`config.mk`:
```
export PLATFORM = sky130hd
export DESIGN_NAME = fxp8s_pe_seq
export DESIGN_NICKNAME = d
export VERILOG_FILES = /design/src/rtl/fxp8s_pe_seq.sv
export SDC_FILE = /design/constraint.sdc
export NUM_CORES = 1
export LEC_CHECK = 0
export CAP_MARGIN = 20
export CORE_MARGIN = 2
export CORE_UTILIZATION = 44
export DETAILED_ROUTE_END_ITERATION = 12
export PLACE_DENSITY = 0.75
export RECOVER_POWER = 50
export SYNTH_ARGS = -nofsm -noshare
export SYNTH_HDL_FRONTEND = slang
export SYNTH_SLANG_ARGS = --single-unit
```
`constraint.sdc`:
```
create_clock -name clk -period 2.6 [get_ports clk]
set_clock_uncertainty 0.2 [all_clocks]
set_input_delay 0.78 -clock clk [delete_from_list [all_inputs] [get_ports clk]]
set_output_delay 0.78 -clock clk [all_outputs]
set_load 0.05 [all_outputs]
```
`src/rtl/fxp8s_pe_seq.sv`:
```
// fxp8s_pe_seq: initiator sequencer that clears one fxp8s_pe, streams (weight, activation) pairs into it,
// and reads back the dot product. Define FXP8S_SEQ_TIMEOUT_EN to build the COLLECT timeout.
module fxp8s_pe_seq #(
   parameter int LEN_W   = 8,
   parameter int MUL_LAT = 1,
   parameter int TMO     = 16
) (
   input  logic             clk,
   input  logic             rst,
   input  logic             start,
   input  logic [LEN_W-1:0] len,
   input  logic             s_valid,
   output logic             s_ready,
   input  logic [7:0]       s_wt,
   input  logic [7:0]       s_act,
   output logic             pe_rstn,
   output logic             pe_en_in,
   output logic             pe_in_buf,
   output logic [7:0]       pe_in_data,
   output logic             pe_in_done,
   input  logic             pe_en_out,
   output logic             pe_rdy_out,
   input  logic [7:0]       pe_out_data,
   output logic             busy,
   output logic             res_valid,
   input  logic             res_ready,
   output logic [7:0]       res_data,
   output logic             res_err
);

   // One wait counter serves DRAIN and, when built, the COLLECT timeout.
   localparam int WAIT_MAX = (MUL_LAT > TMO) ? MUL_LAT : TMO;
   localparam int WAIT_W   = $clog2(WAIT_MAX + 1);

   typedef enum logic [2:0] {
      S_IDLE    = 3'd0,
      S_CLR     = 3'd1,
      S_LOAD    = 3'd2,
      S_WT      = 3'd3,
      S_ACT     = 3'd4,
      S_DRAIN   = 3'd5,
      S_COLLECT = 3'd6,
      S_HOLD    = 3'd7
   } state_t;

   state_t            state_r, state_nx_s;
   logic [LEN_W-1:0]  len_r, cnt_r;
   logic [7:0]        act_r, res_data_r;
   logic [WAIT_W-1:0] wait_r;
   logic              is_last_s, drain_done_s, count_en_s, tmo_take_s;

   logic       s_ready_nx_s, pe_en_in_nx_s, pe_in_buf_nx_s, pe_in_done_nx_s;
   logic       pe_rdy_out_nx_s, busy_nx_s, res_valid_nx_s, pe_clr_nx_s;
   logic [7:0] pe_in_data_nx_s;
   logic       s_ready_r, pe_en_in_r, pe_in_buf_r, pe_in_done_r;
   logic       pe_rdy_out_r, busy_r, res_valid_r, pe_clr_r;
   logic [7:0] pe_in_data_r;

   assign is_last_s    = (cnt_r == (len_r - LEN_W'(1)));
   assign drain_done_s = (wait_r == WAIT_W'(MUL_LAT - 1));

`ifdef FXP8S_SEQ_TIMEOUT_EN
   logic res_err_r;

   assign count_en_s = (state_r == S_DRAIN) || (state_r == S_COLLECT);
   assign tmo_take_s = (state_r == S_COLLECT) && !pe_en_out && (wait_r == WAIT_W'(TMO - 1));

   // Error flag: cleared when a new dot product starts, set when COLLECT gives up
   always_ff @(posedge clk) begin
      if (rst) begin
         res_err_r <= 1'b0;
      end else if ((state_r == S_IDLE) && start) begin
         res_err_r <= 1'b0;
      end else if (tmo_take_s) begin
         res_err_r <= 1'b1;
      end
   end

   assign res_err = res_err_r;
`else
   assign count_en_s = (state_r == S_DRAIN);
   assign tmo_take_s = 1'b0;
   assign res_err    = 1'b0;
`endif

   // State register
   always_ff @(posedge clk) begin
      if (rst) begin
         state_r <= S_IDLE;
      end else begin
         state_r <= state_nx_s;
      end
   end

   // Next-state logic
   always_comb begin
      state_nx_s = state_r;
      case (state_r)
         S_IDLE: begin
            if (start) begin
               if (len != {LEN_W{1'b0}}) state_nx_s = S_CLR;
               else                      state_nx_s = S_HOLD;
            end else begin
               state_nx_s = S_IDLE;
            end
         end
         S_CLR:  state_nx_s = S_LOAD;
         S_LOAD: begin
            if (s_valid) state_nx_s = S_WT;
            else         state_nx_s = S_LOAD;
         end
         S_WT:   state_nx_s = S_ACT;
         S_ACT: begin
            if (is_last_s) state_nx_s = S_DRAIN;
            else           state_nx_s = S_LOAD;
         end
         S_DRAIN: begin
            if (drain_done_s) state_nx_s = S_COLLECT;
            else              state_nx_s = S_DRAIN;
         end
         S_COLLECT: begin
            if (pe_en_out || tmo_take_s) state_nx_s = S_HOLD;
            else                         state_nx_s = S_COLLECT;
         end
         S_HOLD: begin
            if (res_ready) state_nx_s = S_IDLE;
            else           state_nx_s = S_HOLD;
         end
         default: state_nx_s = S_IDLE;
      endcase
   end

   // Output decode from the next state so every PE/stream output leaves a flop
   always_comb begin
      s_ready_nx_s    = 1'b0;
      pe_en_in_nx_s   = 1'b0;
      pe_in_buf_nx_s  = 1'b0;
      pe_in_data_nx_s = 8'h00;
      pe_in_done_nx_s = 1'b0;
      pe_rdy_out_nx_s = 1'b0;
      res_valid_nx_s  = 1'b0;
      pe_clr_nx_s     = 1'b0;
      busy_nx_s       = (state_nx_s != S_IDLE);
      case (state_nx_s)
         S_CLR:  pe_clr_nx_s  = 1'b1;
         S_LOAD: s_ready_nx_s = 1'b1;
         S_WT: begin
            // WT is only entered from a LOAD handshake, so s_wt is the weight being accepted
            pe_en_in_nx_s   = 1'b1;
            pe_in_buf_nx_s  = 1'b1;
            pe_in_data_nx_s = s_wt;
         end
         S_ACT: begin
            pe_en_in_nx_s   = 1'b1;
            pe_in_data_nx_s = act_r;
            pe_in_done_nx_s = is_last_s;
         end
         S_COLLECT: pe_rdy_out_nx_s = 1'b1;
         S_HOLD: begin
            res_valid_nx_s = 1'b1;
            pe_clr_nx_s    = tmo_take_s;
         end
         default: busy_nx_s = (state_nx_s != S_IDLE);
      endcase
   end

   // Registered outputs
   always_ff @(posedge clk) begin
      if (rst) begin
         s_ready_r    <= 1'b0;
         pe_en_in_r   <= 1'b0;
         pe_in_buf_r  <= 1'b0;
         pe_in_data_r <= 8'h00;
         pe_in_done_r <= 1'b0;
         pe_rdy_out_r <= 1'b0;
         busy_r       <= 1'b0;
         res_valid_r  <= 1'b0;
         pe_clr_r     <= 1'b0;
      end else begin
         s_ready_r    <= s_ready_nx_s;
         pe_en_in_r   <= pe_en_in_nx_s;
         pe_in_buf_r  <= pe_in_buf_nx_s;
         pe_in_data_r <= pe_in_data_nx_s;
         pe_in_done_r <= pe_in_done_nx_s;
         pe_rdy_out_r <= pe_rdy_out_nx_s;
         busy_r       <= busy_nx_s;
         res_valid_r  <= res_valid_nx_s;
         pe_clr_r     <= pe_clr_nx_s;
      end
   end

   // Operand, pair counter and result datapath
   always_ff @(posedge clk) begin
      if (rst) begin
         len_r      <= {LEN_W{1'b0}};
         cnt_r      <= {LEN_W{1'b0}};
         act_r      <= 8'h00;
         res_data_r <= 8'h00;
      end else begin
         case (state_r)
            S_IDLE: begin
               if (start) begin
                  len_r      <= len;
                  cnt_r      <= {LEN_W{1'b0}};
                  res_data_r <= 8'h00;
               end
            end
            S_LOAD: begin
               if (s_valid) act_r <= s_act;
            end
            S_ACT: begin
               if (!is_last_s) cnt_r <= cnt_r + LEN_W'(1);
            end
            S_COLLECT: begin
               if (pe_en_out)       res_data_r <= pe_out_data;
               else if (tmo_take_s) res_data_r <= 8'h00;
            end
            default: act_r <= act_r;
         endcase
      end
   end

   // Wait counter restarts on every state change
   always_ff @(posedge clk) begin
      if (rst) begin
         wait_r <= {WAIT_W{1'b0}};
      end else if (state_nx_s != state_r) begin
         wait_r <= {WAIT_W{1'b0}};
      end else if (count_en_s) begin
         wait_r <= wait_r + WAIT_W'(1);
      end
   end

   assign s_ready    = s_ready_r;
   assign pe_en_in   = pe_en_in_r;
   assign pe_in_buf  = pe_in_buf_r;
   assign pe_in_data = pe_in_data_r;
   assign pe_in_done = pe_in_done_r;
   assign pe_rdy_out = pe_rdy_out_r;
   assign busy       = busy_r;
   assign res_valid  = res_valid_r;
   assign res_data   = res_data_r;
   // The PE is held in clear throughout rst, not just after the first edge.
   assign pe_rstn    = ~rst & ~pe_clr_r;

endmodule

```
### Yosys cells after proc, flatten, opt, wreduce, memory -nomap -nowiden

Cells that the tools add are included.

* add/subtract/negate cells: 3
* equal/unequal tests: 18
* mux-type cells: 20
* bitwise gates (word level): 4
* reductions and logical operators: 13

Operator list (count)
* case mux 8 bit (2 select lines): 3
* 2-to-1 mux 8 bit: 3
* case mux 3 bit (8 select lines): 1
* == test 3 bit (second input constant): 7
* == test 3 x 2 -> 1 bit (second input constant): 4
* 2-to-1 mux 3 bit: 4
* adder 8 x 1 -> 8 bit (second input constant): 1
* == test 8 bit: 1
* 2-to-1 mux 1 bit: 8
* nonzero test 8 bit: 1
* subtractor 8 x 1 -> 8 bit (second input constant): 1
* == test 3 x 1 -> 1 bit (second input constant): 2
* inequality test 2 bit (second input constant): 3
* AND reduction 3 bit: 2
* OR reduction 2 bit: 3
* adder 5 x 1 -> 5 bit (second input constant): 1
* logical NOT 5 bit: 1
* AND reduction 2 bit: 2
* nonzero test 2 bit: 2
* logical NOT 3 bit: 1
* inequality test 3 bit: 1
* inverter 1 bit: 3
* nonzero test 3 bit: 1
* 2-to-1 mux 2 bit: 1
* AND 1 bit: 1

* register bits after elaboration: 56
* output and inout port bits: 25

### Depth between registers and ports, before layout

Gate-level depths: netlist of the first run.

* depth in word-level cells: 7
* mapped depth: 9
* depth with buffers taken out: 8

### Least setup slack after synthesis of the first run

OpenSTA, ideal clock, no wires.

* kind: input port to output port
* start point: in rst
* end point: out pe_rstn
* arrival time: 1.847 ns
* required time: 1.620 ns
* setup slack: -0.227 ns
* stages: 3
* cells stage by stage: clkbuf_1 -> clkbuf_1 -> nor2_1

* longest elaborated chain between the ends: 2

RTL lines
* start, declared: line 9 `input logic rst,`
* inverter 1 bit: line 244 `assign pe_rstn = ~rst & ~pe_clr_r;`
* AND 1 bit: line 244
* end, declared: line 16 `output logic pe_rstn,`

No other way between the ends.

### Worst setup path in the final report of the first run

* start point: reg len_r[1]
* end point: reg cnt_r[6]

* longest elaborated chain between the ends: 4

RTL lines
* start, declared: line 47 `logic [LEN_W-1:0] len_r, cnt_r;`
* start signal, assigned: line 195 `len_r <= {LEN_W{1'b0}};`
* start signal, assigned: line 203 `len_r <= len;`
* subtractor 8 x 1 -> 8 bit: line 59 `assign is_last_s = (cnt_r == (len_r - LEN_W'(1)));`
* == test 8 bit: line 59
* inequality test 2 bit (no line)
* AND reduction 3 bit (no line)
* end signal, assigned: line 196 `cnt_r <= {LEN_W{1'b0}};`
* end signal, assigned: line 204 `cnt_r <= {LEN_W{1'b0}};`
* end signal, assigned: line 212 `if (!is_last_s) cnt_r <= cnt_r + LEN_W'(1);`
* end, declared: line 47

No other way between the ends.
A chain may end at the register's enable or synchronous reset.

==> qor.yml, run 1 <==
status: "complete, no violations"
power_w: 0.00246
fmax_ghz: 0.396
use_met1_pct: 25.7
yosysTopAreaCellShare_pct: 44.0
area_delta_synth_final_pct: 41.1
setup_viol: 0
max_slew.worst_pin.slew_ns: 0.701
hp-start: "res_data[6]$_SDFFE_PP0P_"
clk_latency_ns: 0.31
start_kind: "flop"
drive_gt1_share_pct: 15.3
grt-ovfl-total: 0
die_area_sq_um: 6410
required_ns: 2.65
cts_sinks: 56
grt_usage_pct: 20.1
hpwlAfterDp_um: 4770
avgRoutedWirePerCell_um: 14.0
rows: 27
finalHoldViolCount: 0
core_sq_um: 5540
drc: 0
drv_slew: 0
grt_pass1_wl_um: 10200
postLayoutCoreUtil_pct: 64.8
synth.area.top_cells: "dfxtp_1 (44%), nand2_1 (7.7%), a21oi_1 (6.5%)"
period_needed_ns: 2.53
min_path_type: "flop to flop"
cts_made_buffers: 5
ys_types: 52
synthFlopType: "dfxtp_1"
antenna_found_initial: 0
netlist_instances: 299
power.density_nw_per_um2: 685
grt_start_max_net_pins: 20
synthArstFlopShare_pct: 0
finalWirelength_um: 6430
r2r_cells: 7
stdcell_area_sq_um: 3590
gp_congestion: 0.832
cts_tree: "done"
synth_top_cell_by_area: "dfxtp_1"
synth-edff-count: 0
ir_drop_uv: 391
diodes: 0
yosysMostFrequentCell: "dfxtp_1"
io_buffers: 61
finalWorstSetupSlack_ns: 0.0728
initial_core_util_pct: 46.0
vias_per_cell: 5.25
pre_cts_ws_ns: -0.427
syn_avg_cell_area_sq_um: 8.52
path_max_fanout: 6
end_kind: "flop"
met3_usage_pct: 4.61
crit-reg2reg-launch: "len_r[1]$_SDFFE_PP0P_"
syn-cell-area_sq_um: 2550
dpl_cell_area_sq_um: 3420
drt_iter0_drc: 138
synth_nets: 341
relSlewSlack_pct: 53.2
nets: 427
synth-seq-cells: 56
htree_num_levels: 2
met2_usage_pct: 33.1
maxCapViolCount: 0
min_path_cells: 2
crit_chain: "or4_4 > o221a_1 > a211oi_2 > a211oi_4 > buf_6 > or4_4 > a21oi_1"
slowest_delay_ns: 0.56
critical_path_class: "flop to flop"
worstReg2RegEnd: "cnt_r[6]$_SDFFE_PP0P_"
crit_path_frequent_cell: "or4_4"
io-pin-count: 63
die_w_um: 80.1
crit_path_top_delay_cell: "or4_4"
clockRootBuffer: "clkbuf_8"
dr.pass1.iters: 4
cts_max_path_buffers: 2
die_height_um: 80.1
synthTopCellsByCount: "dfxtp_1 (56), nand2_1 (52), a21oi_1 (33)"
vias: 2406
ys_seq_area_share_pct: 44.0
synth_warnings: 0
p_leak_nw: 1.32
holdPathEnd: "res_data[6]$_SDFFE_PP0P_"
clkSlewWorstSetupHoldPaths_ns: 0.11
grt_pass1_vias: 2286
finalCritPeriodShare_pct: 97.2
ant_nets: 0
critPathArrivalTime_ns: 2.58
reg2reg_slack_ns: 0.07
busiest_layer: "met2"
==> per-stage QoR <==
step	hold WS, ns	setup TNS [ns]	std cells
floorplan	0.237	0	299
global placement	0.238	-3.63	447
detailed placement	0.244	-4.49	447
CTS	0.260	0	455
global route	0.279	-0.0193	458
finish	0.256	0	458
==> final cells by class <==
| cell class | count | area (sq um) |
|---|---|---|
| Clock buffer | 5 | 68.8 |
| Clock inverter | 3 | 27.5 |
| Fill cell | 481 | 1950 |
| Inverter | 7 | 26.3 |
| Multi-Input combinational cell | 220 | 1380 |
| Sequential cell | 56 | 1120 |
| Tap cell | 72 | 90.1 |
| Timing Repair Buffer | 95 | 878 |
==> kinds of logic after synthesis <==
group	share of synthesized area, %
AOI/OAI and AO/OA	19.2
xor gates and xnor gates	4.47
adders and majority gates	1.97
buffers and inverters	3.93
DFF	44.0
muxes	0.786
other	0.147
and+or+nand+nor	25.5
==> layer usage <==
layer | vias to the layer above | routed length (um)
met1 | 1115 | 2990
met3 | 9 | 246
met2 | 45 | 3090
met5 | - | 0
met4 | 0 | 99
li1 | 1237 | -
==> repair_timing <==
action | 4_1_cts | 5_1_grt
hold buffers | 0 | 0
cloned | 0 | 1
resized for setup | 2 | 14
setup buffers | 0 | 2
setup endpoints to repair | 9 | 19
pin swaps | 0 | 8
==> report_power, final <==
group,leakage [nW],internal [W],switching (W)
combinational,0.819,0.000416,0.000541
clock,0.0463,0.000198,0.000302
sequential,0.455,0.000938,0.0000655
==> flip-flops by register name (all words and copies together), names as in the netlist, 3 cells and up <==
register / cells
cnt_r: 8
res_data: 8
wait_r: 5
len_r: 8
act_r: 8
state_r: 3
pe_in_data: 8
==> worst max-delay path, delay by kind of cell, from the launching register on <==
family | cells | cell delay, ns
buffers and inverters | 1 | 0.15
DFF | 1 | 0.33
AOI/OAI and AO/OA | 4 | 0.77
and+or+nand+nor | 2 | 1.03
==> how the worst max path moves through the flow <==
stage	startpoint	endpoint	slack, ns	depth (start not counted)
2_1_floorplan	start	pe_in_data[0]$_SDFF_PP0_	0.05	8
3_3_place_gp	len[3]	pe_in_data[5]$_SDFF_PP0_	-0.37	8
3_5_place_dp	len[3]	pe_in_data[2]$_SDFF_PP0_	-0.43	8
4_1_cts	len[3]	pe_in_data[7]$_SDFF_PP0_	0.02	8
5_1_grt	len_r[0]$_SDFFE_PP0P_	cnt_r[1]$_SDFFE_PP0P_	-0.02	10
6_report	len_r[1]$_SDFFE_PP0P_	cnt_r[6]$_SDFFE_PP0P_	0.07	7
==> placed cells by master (no fill, tap or decap), types with 3 or more instances in the layout <==
cell	instances
clkdlybuf4s50_1	57
dfxtp_1	55
nand2_1	52
a21oi_1	33
buf_4	27
nor2_1	15
nand3_1	11
a22o_1	9
nor3_1	8
xnor2_1	8
inv_1	7
o21ai_0	6
o31ai_1	6
nand2b_1	5
xor2_1	5
nand4_1	5
clkbuf_8	5
and3_1	4
ha_1	4
or3_1	3
or4_1	3
buf_6	3
clkbuf_1	3
(Power assumes the default switching activity.)
==> run 2, diff against run 1 <==
--- a/config.mk
+++ b/config.mk
@@ -6,11 +6,14 @@
 export NUM_CORES = 1
 export LEC_CHECK = 0
 export CAP_MARGIN = 20
+export CELL_PAD_IN_SITES_DETAIL_PLACEMENT = 1
+export CELL_PAD_IN_SITES_GLOBAL_PLACEMENT = 1
 export CORE_MARGIN = 2
-export CORE_UTILIZATION = 44
+export CORE_UTILIZATION = 32
 export DETAILED_ROUTE_END_ITERATION = 12
-export PLACE_DENSITY = 0.75
+export PLACE_DENSITY_LB_ADDON = 0.1
 export RECOVER_POWER = 50
+export SETUP_SLACK_MARGIN = 0.02
 export SYNTH_ARGS = -nofsm -noshare
 export SYNTH_HDL_FRONTEND = slang
 export SYNTH_SLANG_ARGS = --single-unit
==> run 2 against run 1 <==
  * Sequential power about the same
  * Highest routed layer unchanged
  * Register-to-register slack got worse by 0.03 ns
  * Die area increased by 35%
  * Clock power increased by 4.8%
  * Clock-buffer cell count unchanged
  * Fmax decreased by 1.3%
  * Combinational power increased by 8%
==> qor.yml, run 2 (synthesis results as in run 1) <==
cts_tree: "done"
cp.depth: 7  # unchanged
drive_gt1_share_pct: 19.6  # +4.4 points
drv_slew: 0  # unchanged
grt_pass1_wl_um: 12000  # +18%
critPathArrivalTime_ns: 2.63  # +0.05 ns
fin_tns_setup_ns: 0  # unchanged
core_sq_um: 7730  # +39%
min_path_type: "flop to flop"
area_delta_synth_final_pct: 46.6
p_leak_nw: 1.39  # +5.4%
initial_core_util_pct: 33.0  # -13 points
slowest_delay_ns: 0.57  # about the same
io-pin-count: 63  # unchanged
finalHoldViolCount: 0  # unchanged
end_kind: "flop"
ir_drop_uv: 269  # -31%
reg2reg_slack_ns: 0.04  # -0.03 ns
fmax_ghz: 0.390  # -1.3%
start_kind: "flop"
worstReg2RegEnd: "cnt_r[5]$_SDFFE_PP0P_"
final_common_cell: "clkdlybuf4s50_1"
antenna_found_initial: 0  # unchanged
relSlewSlack_pct: 65.2  # +12 points
cts_hold_buf: 0  # unchanged
clockRootBuffer: "clkbuf_8"
final_cell_mix: "clkdlybuf4s50_1 (57), dfxtp_1 (55), nand2_1 (52), buf_4 (38), a21oi_1 (28)"
dpl_cell_area_sq_um: 3490  # +2.0%
startpoint: "len_r[3]$_SDFFE_PP0P_"
min_path_cells: 2  # unchanged
clkSlewWorstSetupHoldPaths_ns: 0.11  # about the same
maxCapViolCount: 0  # unchanged
grt_pass1_vias: 2474  # +8.2%
die_w_um: 93.2  # +16%
crit_end: "cnt_r[5]$_SDFFE_PP0P_"
cts_sinks: 56  # unchanged
avgRoutedWirePerCell_um: 14.9  # +6.0%
nets: 433  # +1.4%
crit_buf_inv: 1  # unchanged
grt-ovfl-total: 0  # unchanged
vias_per_cell: 5.01  # -4.6%
diodes: 0  # unchanged
cts_made_buffers: 5  # unchanged
drc: 0  # unchanged
cp_top_family: "simple AND/OR/NAND/NOR gates"
clk_latency_ns: 0.32  # about the same
vias: 2477  # +3.0%
drt_iter0_drc: 48  # -65%
rsz0062_at_grt: "yes"
power.density_nw_per_um2: 684  # -0.13%
htree_num_levels: 2  # unchanged
finalWirelength_um: 7350  # +14%
io_buffers: 61  # unchanged
rows: 32  # +19%
period_needed_ns: 2.56  # +0.0340 ns
max_slew.worst_pin.slew_ns: 0.515  # -0.186 ns
cts_max_path_buffers: 2  # unchanged
gp_congestion: 0.755  # -9.2%
finalCritPeriodShare_pct: 98.5  # +1.3 points
hpwlAfterDp_um: 5300  # +11%
stdcell_area_sq_um: 3730  # +3.9%
status: "complete, no violations"
ant_nets: 0  # unchanged
setup_viol: 0  # unchanged
required_ns: 2.66  # about the same
die_area_sq_um: 8690  # +35%
crit-reg2reg-launch: "len_r[3]$_SDFFE_PP0P_"
dr.pass1.iters: 4  # unchanged
r2r_cells: 7  # unchanged
crit_chain: "or4_4 > o221a_1 > a211oi_2 > a211oi_2 > buf_6 > or4_4 > a21oi_2"
grt_start_max_net_pins: 20  # unchanged
path_max_fanout: 7  # +1
crit_path_top_delay_cell: "or4_4"
critical_path_class: "flop to flop"
die_height_um: 93.2  # +16%
grt_usage_pct: 17.5  # -2.6 points
## run 2: cell count changes in the layout (fill, tap and decap cells not counted), sizes merged
cell          previous run  this run
buf                     31        41
clkbuf                   9         5
dlygate4sd3              2         0
dlymetal6s2s             1         3
clkinvlp                 1         0
inv                      8         9
## run 2: layer usage
| metal | share of wire [%] | global-route usage [%] |
|---|---|---|
| met1 | 50 | 23.6 |
| met2 | 46 | 28.0 |
| met3 | 2.9 | 4.19 |
| met4 | 0.88 | 4.78 |
| met5 | 0 | 0 |
## run 2: where the power goes
part	internal [W]	switching, W	total (W)
combinational	0.000452	0.000574	0.00103
sequential	0.000939	0.0000649	0.00100
clock	0.000199	0.000325	0.000524
## run 2: layout make-up
class,count,area [sq um]
clock inverters,3,26.3
flip-flops and latches,56,1120
multi-input cells,220,1430
repair buffers,101,936
clock buffers,5,68.8
inverters,7,26.3
well taps,102,128
fillers,920,3990
## run 2: worst min path at each step
| stage | from | endpoint | slack, ns |
|---|---|---|---|
| after global routing | res_data[6]$_SDFFE_PP0P_ | res_data[6]$_SDFFE_PP0P_ | 0.27 |
| after floorplan | act_r[0]$_SDFFE_PP0P_ | act_r[0]$_SDFFE_PP0P_ | 0.24 |
| after global placement | res_data[6]$_SDFFE_PP0P_ | res_data[6]$_SDFFE_PP0P_ | 0.24 |
| after detailed placement | res_data[5]$_SDFFE_PP0P_ | res_data[5]$_SDFFE_PP0P_ | 0.25 |
| after CTS | res_data[5]$_SDFFE_PP0P_ | res_data[5]$_SDFFE_PP0P_ | 0.26 |
| final | res_data[5]$_SDFFE_PP0P_ | res_data[5]$_SDFFE_PP0P_ | 0.26 |
## run 2: through the flow
| step | power [W] | setup slack (ns) | util [%] | instances | hold slack [ns] |
|---|---|---|---|---|---|
| after floorplan | 0.00159 | 0.0517 | - | 299 | 0.237 |
| after detailed placement | 0.00199 | -0.655 | 45.2 | 481 | 0.247 |
| final | 0.00255 | 0.0388 | 48.3 | 494 | 0.257 |
| after CTS | 0.00253 | 0.0235 | 46.7 | 490 | 0.263 |
| after global routing | 0.00272 | -0.0530 | 48.3 | 494 | 0.273 |
| after global placement | 0.00197 | -0.514 | 45.2 | 481 | 0.237 |
## run 2: worst reg2reg max path, cell delays in order, from the launching register on
cell      delay (ns)
dfxtp_2         0.34
or4_4           0.57
o221a_1         0.30
a211oi_2        0.22
a211oi_2        0.12
buf_6           0.15
or4_4           0.47
a21oi_2         0.13
## run 2: what timing repair did
action                                  4_1_cts  5_1_grt
gates resized for setup                       4       25
pin swaps                                     3       17
endpoints found under the hold margin         0        0
endpoints found under the setup margin       13       14
cloned                                        0        1
setup buffers                                 1        3
==> run 3, diff against run 2 <==
--- a/config.mk
+++ b/config.mk
@@ -5,6 +5,7 @@
 export SDC_FILE = /design/constraint.sdc
 export NUM_CORES = 1
 export LEC_CHECK = 0
+export ABC_CLOCK_PERIOD_IN_PS = 2600
 export CAP_MARGIN = 20
 export CELL_PAD_IN_SITES_DETAIL_PLACEMENT = 1
 export CELL_PAD_IN_SITES_GLOBAL_PLACEMENT = 1
==> results of run 3 <==
Same layout as run 2: the final DEF is identical, and so are final timing and power.
